$ cat config.mk
export PLATFORM = sky130hd
export DESIGN_NAME = channel_tdma_sched
export DESIGN_NICKNAME = d
export VERILOG_FILES = /design/src/rtl/channel_tdma_sched.sv
export SDC_FILE = /design/constraint.sdc
export NUM_CORES = 1
export LEC_CHECK = 0
export ABC_CLOCK_PERIOD_IN_PS = 2100
export CAP_MARGIN = 20
export CORE_UTILIZATION = 41
export CTS_CLUSTER_SIZE = 8
export DETAILED_ROUTE_END_ITERATION = 8
export PLACE_DENSITY = 0.82
export SETUP_SLACK_MARGIN = 0.5
export SLEW_MARGIN = 10
export SYNTH_ARGS = -nofsm -noshare
export SYNTH_HDL_FRONTEND = slang
export SYNTH_SLANG_ARGS = --single-unit
$ cat constraint.sdc
create_clock -name clk -period 2.1 [get_ports clk]
set_input_delay 0.315 -clock clk [delete_from_list [all_inputs] [get_ports clk]]
set_output_delay 0.315 -clock clk [all_outputs]
set_load 0.01 [all_outputs]
$ cat src/rtl/channel_tdma_sched.sv
// Round-robin TDMA scheduler sharing one 9-bit channel between four sample sources.
// Define CHAN_SCHED_GUARD_EN to add a GUARD_LEN-cycle idle gap after every slot.
module channel_tdma_sched #(
    parameter int unsigned SLOT_LEN  = 8,
    parameter int unsigned GUARD_LEN = 2
) (
    input  logic        clk,
    input  logic        reset,
    input  logic [3:0]  s_valid,
    input  logic [35:0] s_data,
    output logic [3:0]  s_ready,
    output logic        tx_en,
    output logic [8:0]  tx_data,
    output logic [1:0]  tx_owner,
    output logic        slot_start,
    output logic        busy
);

    localparam logic [7:0] LAST_BEAT = 8'(SLOT_LEN - 1);

`ifdef CHAN_SCHED_GUARD_EN
    typedef enum logic [1:0] {IDLE, SLOT, GUARD} state_t;
    localparam logic [3:0] LAST_GUARD = 4'(GUARD_LEN - 1);
    logic [3:0] guard_cnt, guard_cnt_n;
`else
    typedef enum logic {IDLE, SLOT} state_t;
`endif

    state_t     state, state_n;
    logic [1:0] owner, owner_n;
    logic [1:0] last_owner, last_owner_n;
    logic [7:0] beat_cnt, beat_cnt_n;
    logic       tx_en_n, slot_start_n;
    logic [8:0] tx_data_n;
    logic [8:0] owner_sample;
    logic [1:0] grant_idx, cand;
    logic       grant_found;
    logic       slot_end;

    always_comb begin
        owner_sample = '0;
        for (int unsigned i = 0; i < 4; i++) begin
            if (owner == 2'(i)) owner_sample = s_data[9*i +: 9];
        end
    end

    // Search upward from last_owner+1, wrapping, so the previous grantee has lowest priority.
    always_comb begin
        grant_idx   = last_owner;
        grant_found = 1'b0;
        cand        = '0;
        for (int unsigned i = 1; i <= 4; i++) begin
            cand = last_owner + 2'(i);
            if (!grant_found && s_valid[cand]) begin
                grant_idx   = cand;
                grant_found = 1'b1;
            end
        end
    end

    always_comb begin
        state_n      = state;
        owner_n      = owner;
        last_owner_n = last_owner;
        beat_cnt_n   = beat_cnt;
        tx_en_n      = 1'b0;
        tx_data_n    = '0;
        slot_start_n = 1'b0;
        slot_end     = 1'b0;
`ifdef CHAN_SCHED_GUARD_EN
        guard_cnt_n  = guard_cnt;
`endif
        case (state)
            IDLE: begin
                if (grant_found) begin
                    owner_n      = grant_idx;
                    beat_cnt_n   = '0;
                    slot_start_n = 1'b1;
                    state_n      = SLOT;
                end
            end
            SLOT: begin
                if (s_valid[owner]) begin
                    tx_en_n    = 1'b1;
                    tx_data_n  = owner_sample;
                    beat_cnt_n = beat_cnt + 8'd1;
                    slot_end   = (beat_cnt == LAST_BEAT);
                end else begin
                    slot_end   = 1'b1;
                end
                if (slot_end) begin
                    last_owner_n = owner;
`ifdef CHAN_SCHED_GUARD_EN
                    guard_cnt_n  = '0;
                    state_n      = GUARD;
`else
                    state_n      = IDLE;
`endif
                end
            end
`ifdef CHAN_SCHED_GUARD_EN
            GUARD: begin
                if (guard_cnt == LAST_GUARD) state_n = IDLE;
                else guard_cnt_n = guard_cnt + 4'd1;
            end
`endif
            default: state_n = IDLE;
        endcase
    end

    always_ff @(posedge clk or negedge reset) begin
        if (!reset) begin
            state      <= IDLE;
            owner      <= '0;
            last_owner <= 2'd3;
            beat_cnt   <= '0;
            tx_en      <= 1'b0;
            tx_data    <= '0;
            slot_start <= 1'b0;
`ifdef CHAN_SCHED_GUARD_EN
            guard_cnt  <= '0;
`endif
        end else begin
            state      <= state_n;
            owner      <= owner_n;
            last_owner <= last_owner_n;
            beat_cnt   <= beat_cnt_n;
            tx_en      <= tx_en_n;
            tx_data    <= tx_data_n;
            slot_start <= slot_start_n;
`ifdef CHAN_SCHED_GUARD_EN
            guard_cnt  <= guard_cnt_n;
`endif
        end
    end

    assign s_ready  = (state == SLOT) ? (4'b0001 << owner) : '0;
    assign tx_owner = owner;
    assign busy     = (state != IDLE);

endmodule

Word-level counts from Yosys, hierarchy flattened
Cells that the tools add are included.
{ "word_totals": {"input_bits": 42, "out_inout_bits": 18, "reg_bits": 24, "wordCells": 70} }
{ "op_classes": {"order_cmp": 5, "shift": 1, "n_addsub": 4, "eq_ne": 6, "n_bitwise": 1, "reduce_logical": 10, "mux": 36} }
{ "op_table": {"columns": ["cell", "count"], "rows": [
  ["two-way mux 9 bit", 6],
  ["two-way mux 1 bit", 16],
  ["two-way mux 8 bit", 2],
  ["case mux 8 bit (2 select lines)", 1],
  ["< comparator 2 x 3 -> 1 bit, second input constant", 5],
  ["binary-select mux 1 bit (select 2 bit)", 5],
  ["adder 8 x 1 -> 8 bit, second input constant", 1],
  ["equality test 8 x 3 -> 1 bit, second input constant", 1],
  ["two-way mux 2 bit", 4],
  ["AND reduction 2 bit", 3],
  ["adder 2 bit, second input constant", 2],
  ["equality test 2 bit, second input constant", 2],
  ["two-way mux 4 bit", 1],
  ["<< shifter 1 x 2 -> 4 bit, first input constant", 1],
  ["logical AND 1 bit", 3],
  ["logical NOT 1 bit", 3],
  ["adder 2 x 1 -> 2 bit, second input constant", 1],
  ["equality test 2 x 1 -> 1 bit, second input constant", 1],
  ["logical NOT 2 bit", 1],
  ["inequality test 2 x 1 -> 1 bit, second input constant", 1],
  ["inequality test 2 bit, second input constant", 1],
  ["case mux 1 bit (2 select lines)", 1],
  ["NOT 1 bit", 1]
]} }

Longest topological paths before layout
{ "depth": {"ltp_word": 15, "depth_mapped": 5, "mapped_depth_nobuf": 5} }

Least setup slack after synthesis
Ideal clock, no wire load.
{ "synth_timing": {"path_type": "register -> register", "startpoint": "reg owner[1] (netlist: tx_owner[1])", "endpoint": "reg last_owner[0]", "stages_incl_launch_ff": 6, "slack_ns": 0.468, "arrival_ns": 1.547, "path_cell_list": "dfrtp_1 > buf_6 > mux4_2 > inv_2 > o21ai_2 > mux2_1"} }
{ "synth_between": {"elab_chain_len": 5} }
{ "synth_rtl": {"columns": ["element", "line_no", "source"], "rows": [
  ["start: declaration", "30", "logic [1:0] owner, owner_n;"],
  ["start signal: assignment", "125", "owner <= owner_n;"],
  ["binary-select mux 1 bit (select 2 bit)", "83", "if (s_valid[owner]) begin"],
  ["two-way mux 1 bit (implied by the code)", "83", null],
  ["two-way mux 1 bit", "83", null],
  ["two-way mux 1 bit", "73", "case (state)"],
  ["AND reduction 2 bit (no line)", null, null],
  ["end signal: assignment", "126", "last_owner <= last_owner_n;"],
  ["end: declaration", "31", "logic [1:0] last_owner, last_owner_n;"]
]} }
Every way passes these cells. The select of a mux whose other input is x is not followed.
A chain may end at the register's enable or synchronous reset.

Final worst setup path
{ "layout_timing": {"startpoint": "reg beat_cnt[5]", "endpoint": "reg last_owner[0]"} }
{ "layout_between": {"elab_chain_len": 4} }
{ "layout_rtl": {"columns": ["element", "line_no", "source"], "rows": [
  ["start: declaration", "32", "logic [7:0] beat_cnt, beat_cnt_n;"],
  ["start signal: assignment", "127", "beat_cnt <= beat_cnt_n;"],
  ["equality test 8 x 3 -> 1 bit", "87", "slot_end = (beat_cnt == LAST_BEAT);"],
  ["two-way mux 1 bit", "83", null],
  ["two-way mux 1 bit", "73", null],
  ["AND reduction 2 bit (no line)", null, null]
]} }
Every way passes these cells. The select of a mux whose other input is x is not followed.

==> reports/qor.txt <==
Most common cell in the synthesized netlist: dfrtp_1
VDD IR max: 369 µV
Diodes inserted: 0
Cells along the critical path: or4_4, nor3_4, o21ai_2, mux2_4
Final wirelength: 4040 µm
Synth unique cells: 33
#FFs+latches synth: 24
Via count: 1,256
CP max stage delay: 0.55 ns
Final #Nets: 234
CP Launch Type: flip-flop
Pwr Total: 2.57 mW
Hold Slack: 0.324 ns
DR iter-0 viols: 50
Final std cells w/o fill: 234
Drt drc: 0
Clock group share of total power: 0.131
TritonRoute pass-1 iters: 4
CTS H-tree depth: 1
Post-layout util: 0.716
Asr flop ratio synth: 1.00
DR vias/cell: 5.37
Root Driver: clkbuf_4
Unrepaired setup endpoints after global routing: true
Fin crit period: 1.67 ns
Post-DP Area: 1990 µm²
Number of global-route vias before repair: 1,251
Min-Delay Path Class: input port to asynchronous set/reset pin
Port Buffer Count: 59
Yosys top cell by area: dfrtp_1
CP Max Fanout: 2
Num rows: 20
Crit. End Element: flip-flop
Pwr/cell area: 1180 nW/µm²
Starting density of the core: 0.431
Pin count of the biggest net entering global routing: 25
Reg2Reg Launch Point: beat_cnt[5]$_DFFE_PN0P_
Clk_lat worst skew: 0.33 ns
Final Worst Setup Slack: 0.427 ns
Flop-to-flop setup slack: 0.43 ns
# fillers: 216
Layout cells sized above 1: 0.300
Top-area cell type share of the netlist area: 0.418
GRT overflow: 0
Arrival time worst endpoint: 1.93 ns
Critical path class: flip-flop to flip-flop
First-pass GRT wire length: 5990 µm
R2R Path End: last_owner[0]$_DFFE_PN1P_
DR WL/cell: 17.3 µm
Post-route design area: 2180 µm²
Worst r2r path cells: 4
Sw frac: 0.348
CP Data Required Time: 2.35 ns
Dpl cells: 214
Die area: 3440 µm²
Post-synth top flop: dfrtp_1
Fmax: 598 MHz
Mapped Cells: 111
ANT nets after route: 0
Instance count on the critical path: 4
Dpl ws: 0.113 ns
I/O pins: 60
CTS tree: done
Skew final: 0.0166 ns
Post-synth EDFFs: 0
Syn Nets: 154
Max-slew violation count: 0
Post-Syn Area: 1320 µm²
Clock sink count: 24
Net Sw Power: 895 µW
Core area: 3050 µm²
Total Negative Setup Slacks: 0 ns
Die Y-Extent: 58.7 µm
Slowest-stage cell, CP: or4_4
HPWL Detailed: 2690 µm
Seq pwr share: 0.292
Initial antenna violation count: 0
Total CTS buffers: 3
Status: complete, no violations
Final setup fails: 0
Max clock buf depth: 2
Worst slew pin tran: 0.302 ns
Delay-heaviest family, CP: simple AND/OR/NAND/NOR gates
Synthesis-to-finish area growth: 66.0%
Max capacitance violation total: 0
Synth warn: 0
Placer Congestion: 0.829
Slew Limit Headroom: 0.798
Die width: 58.7 µm
Avg Cell Area, Syn: 11.9 µm²
Pint: 1.68 mW
Buf/Inv on CP: 0
GRT Util Overall: 0.237
Leak pwr: 1.00 nW
Final Hold Fails: 0
Comb pwr share: 0.577
Most frequent cells after synthesis: dfrtp_1, and3_1, mux4_2, nand2_1, nor2_1
Period utilization: 0.797
Post-synthesis sequential area ratio: 0.458
Clk slew on worst S/H paths: 0.14 ns
Area contributors post-synth: dfrtp_1, mux4_2, and3_1
-- cells by family (layout without fill, tap and decap cells) --
group,after synthesis,in the layout,synth area share
AOI/OAI and AO/OA,7,7,0.0361
and+or+nand+nor,45,45,0.190
xor gates and xnor gates,6,6,0.0399
buffers and inverters,11,89,0.0390
muxes,17,18,0.227
adders and majority gates,1,1,0.00950
DFF,24,24,0.458
-- cell usage in the layout, fill, tap and decap left out, types with 5 or more instances in the layout --
cell	count
and3_1	12
buf_4	19
clkdlybuf4s50_1	51
dfrtp_1	18
mux4_2	11
nand2_1	8
nand3_1	5
nor2_1	7
xor2_1	6
-- power by group through the flow --
stage | clock, mW | combinational (mW) | sequential [mW]
floorplan | 0 | 0.712 | 0.798
global placement | 0 | 1.24 | 0.797
detailed placement | 0 | 1.27 | 0.808
CTS | 0.343 | 1.43 | 0.754
global route | 0.357 | 1.58 | 0.766
finish | 0.336 | 1.48 | 0.752
-- repair_timing --
item,CTS,global route
pin swaps,4,1
endpoints found under the setup margin,25,25
hold buffers,0,0
hold endpoints to repair,0,0
gates cloned,1,0
resized for setup,15,17
setup buffers,11,4
-- worst register-to-register path, delay by kind of cell, from the launching register on --
kind            cells  cell delay (ns)
simple gates        2             0.77
flops               1             0.41
mux                 1             0.31
compound gates      1             0.11
-- area by class of cell --
| class | count | area (µm²) | share of cell area |
|---|---|---|---|
| repair buffers | 81 | 746 | 0.341 |
| multi-input cells | 77 | 708 | 0.324 |
| flip-flops and latches | 24 | 608 | 0.278 |
| clock inverters | 1 | 30.0 | 0.0137 |
| clock buffers | 3 | 22.5 | 0.0103 |
| well taps | 44 | 55.1 | 0.0252 |
| inverters | 4 | 15.0 | 0.00687 |
-- routing by layer --
metal	GRT usage	vias to the layer above	wire length, µm
li1	-	571	-
met1	0.294	595	1530
met2	0.402	83	2000
met3	0.0440	7	428
met4	0.109	0	74
met5	0	-	0
-- state kept, by name, indices dropped and copies added, names as in the netlist --
register,cells
beat_cnt,8
tx_owner,2
tx_data,9
tx_en,1
last_owner,2
slot_start,1
busy,1
-- worst max path at each step --
stage / startpoint / to / slack, ns
after floorplan: tx_owner[1]$_DFFE_PN0P_ / last_owner[0]$_DFFE_PN1P_ / 0.48
after global placement: s_valid[3] / last_owner[0]$_DFFE_PN1P_ / 0.16
after detailed placement: s_valid[3] / beat_cnt[6]$_DFFE_PN0P_ / 0.11
after CTS: tx_owner[1]$_DFFE_PN0P_ / s_ready[0] / 0.41
after global routing: s_valid[1] / beat_cnt[4]$_DFFE_PN0P_ / 0.39
final: beat_cnt[5]$_DFFE_PN0P_ / last_owner[0]$_DFFE_PN1P_ / 0.43
Power figures use the tool's default switching activity.
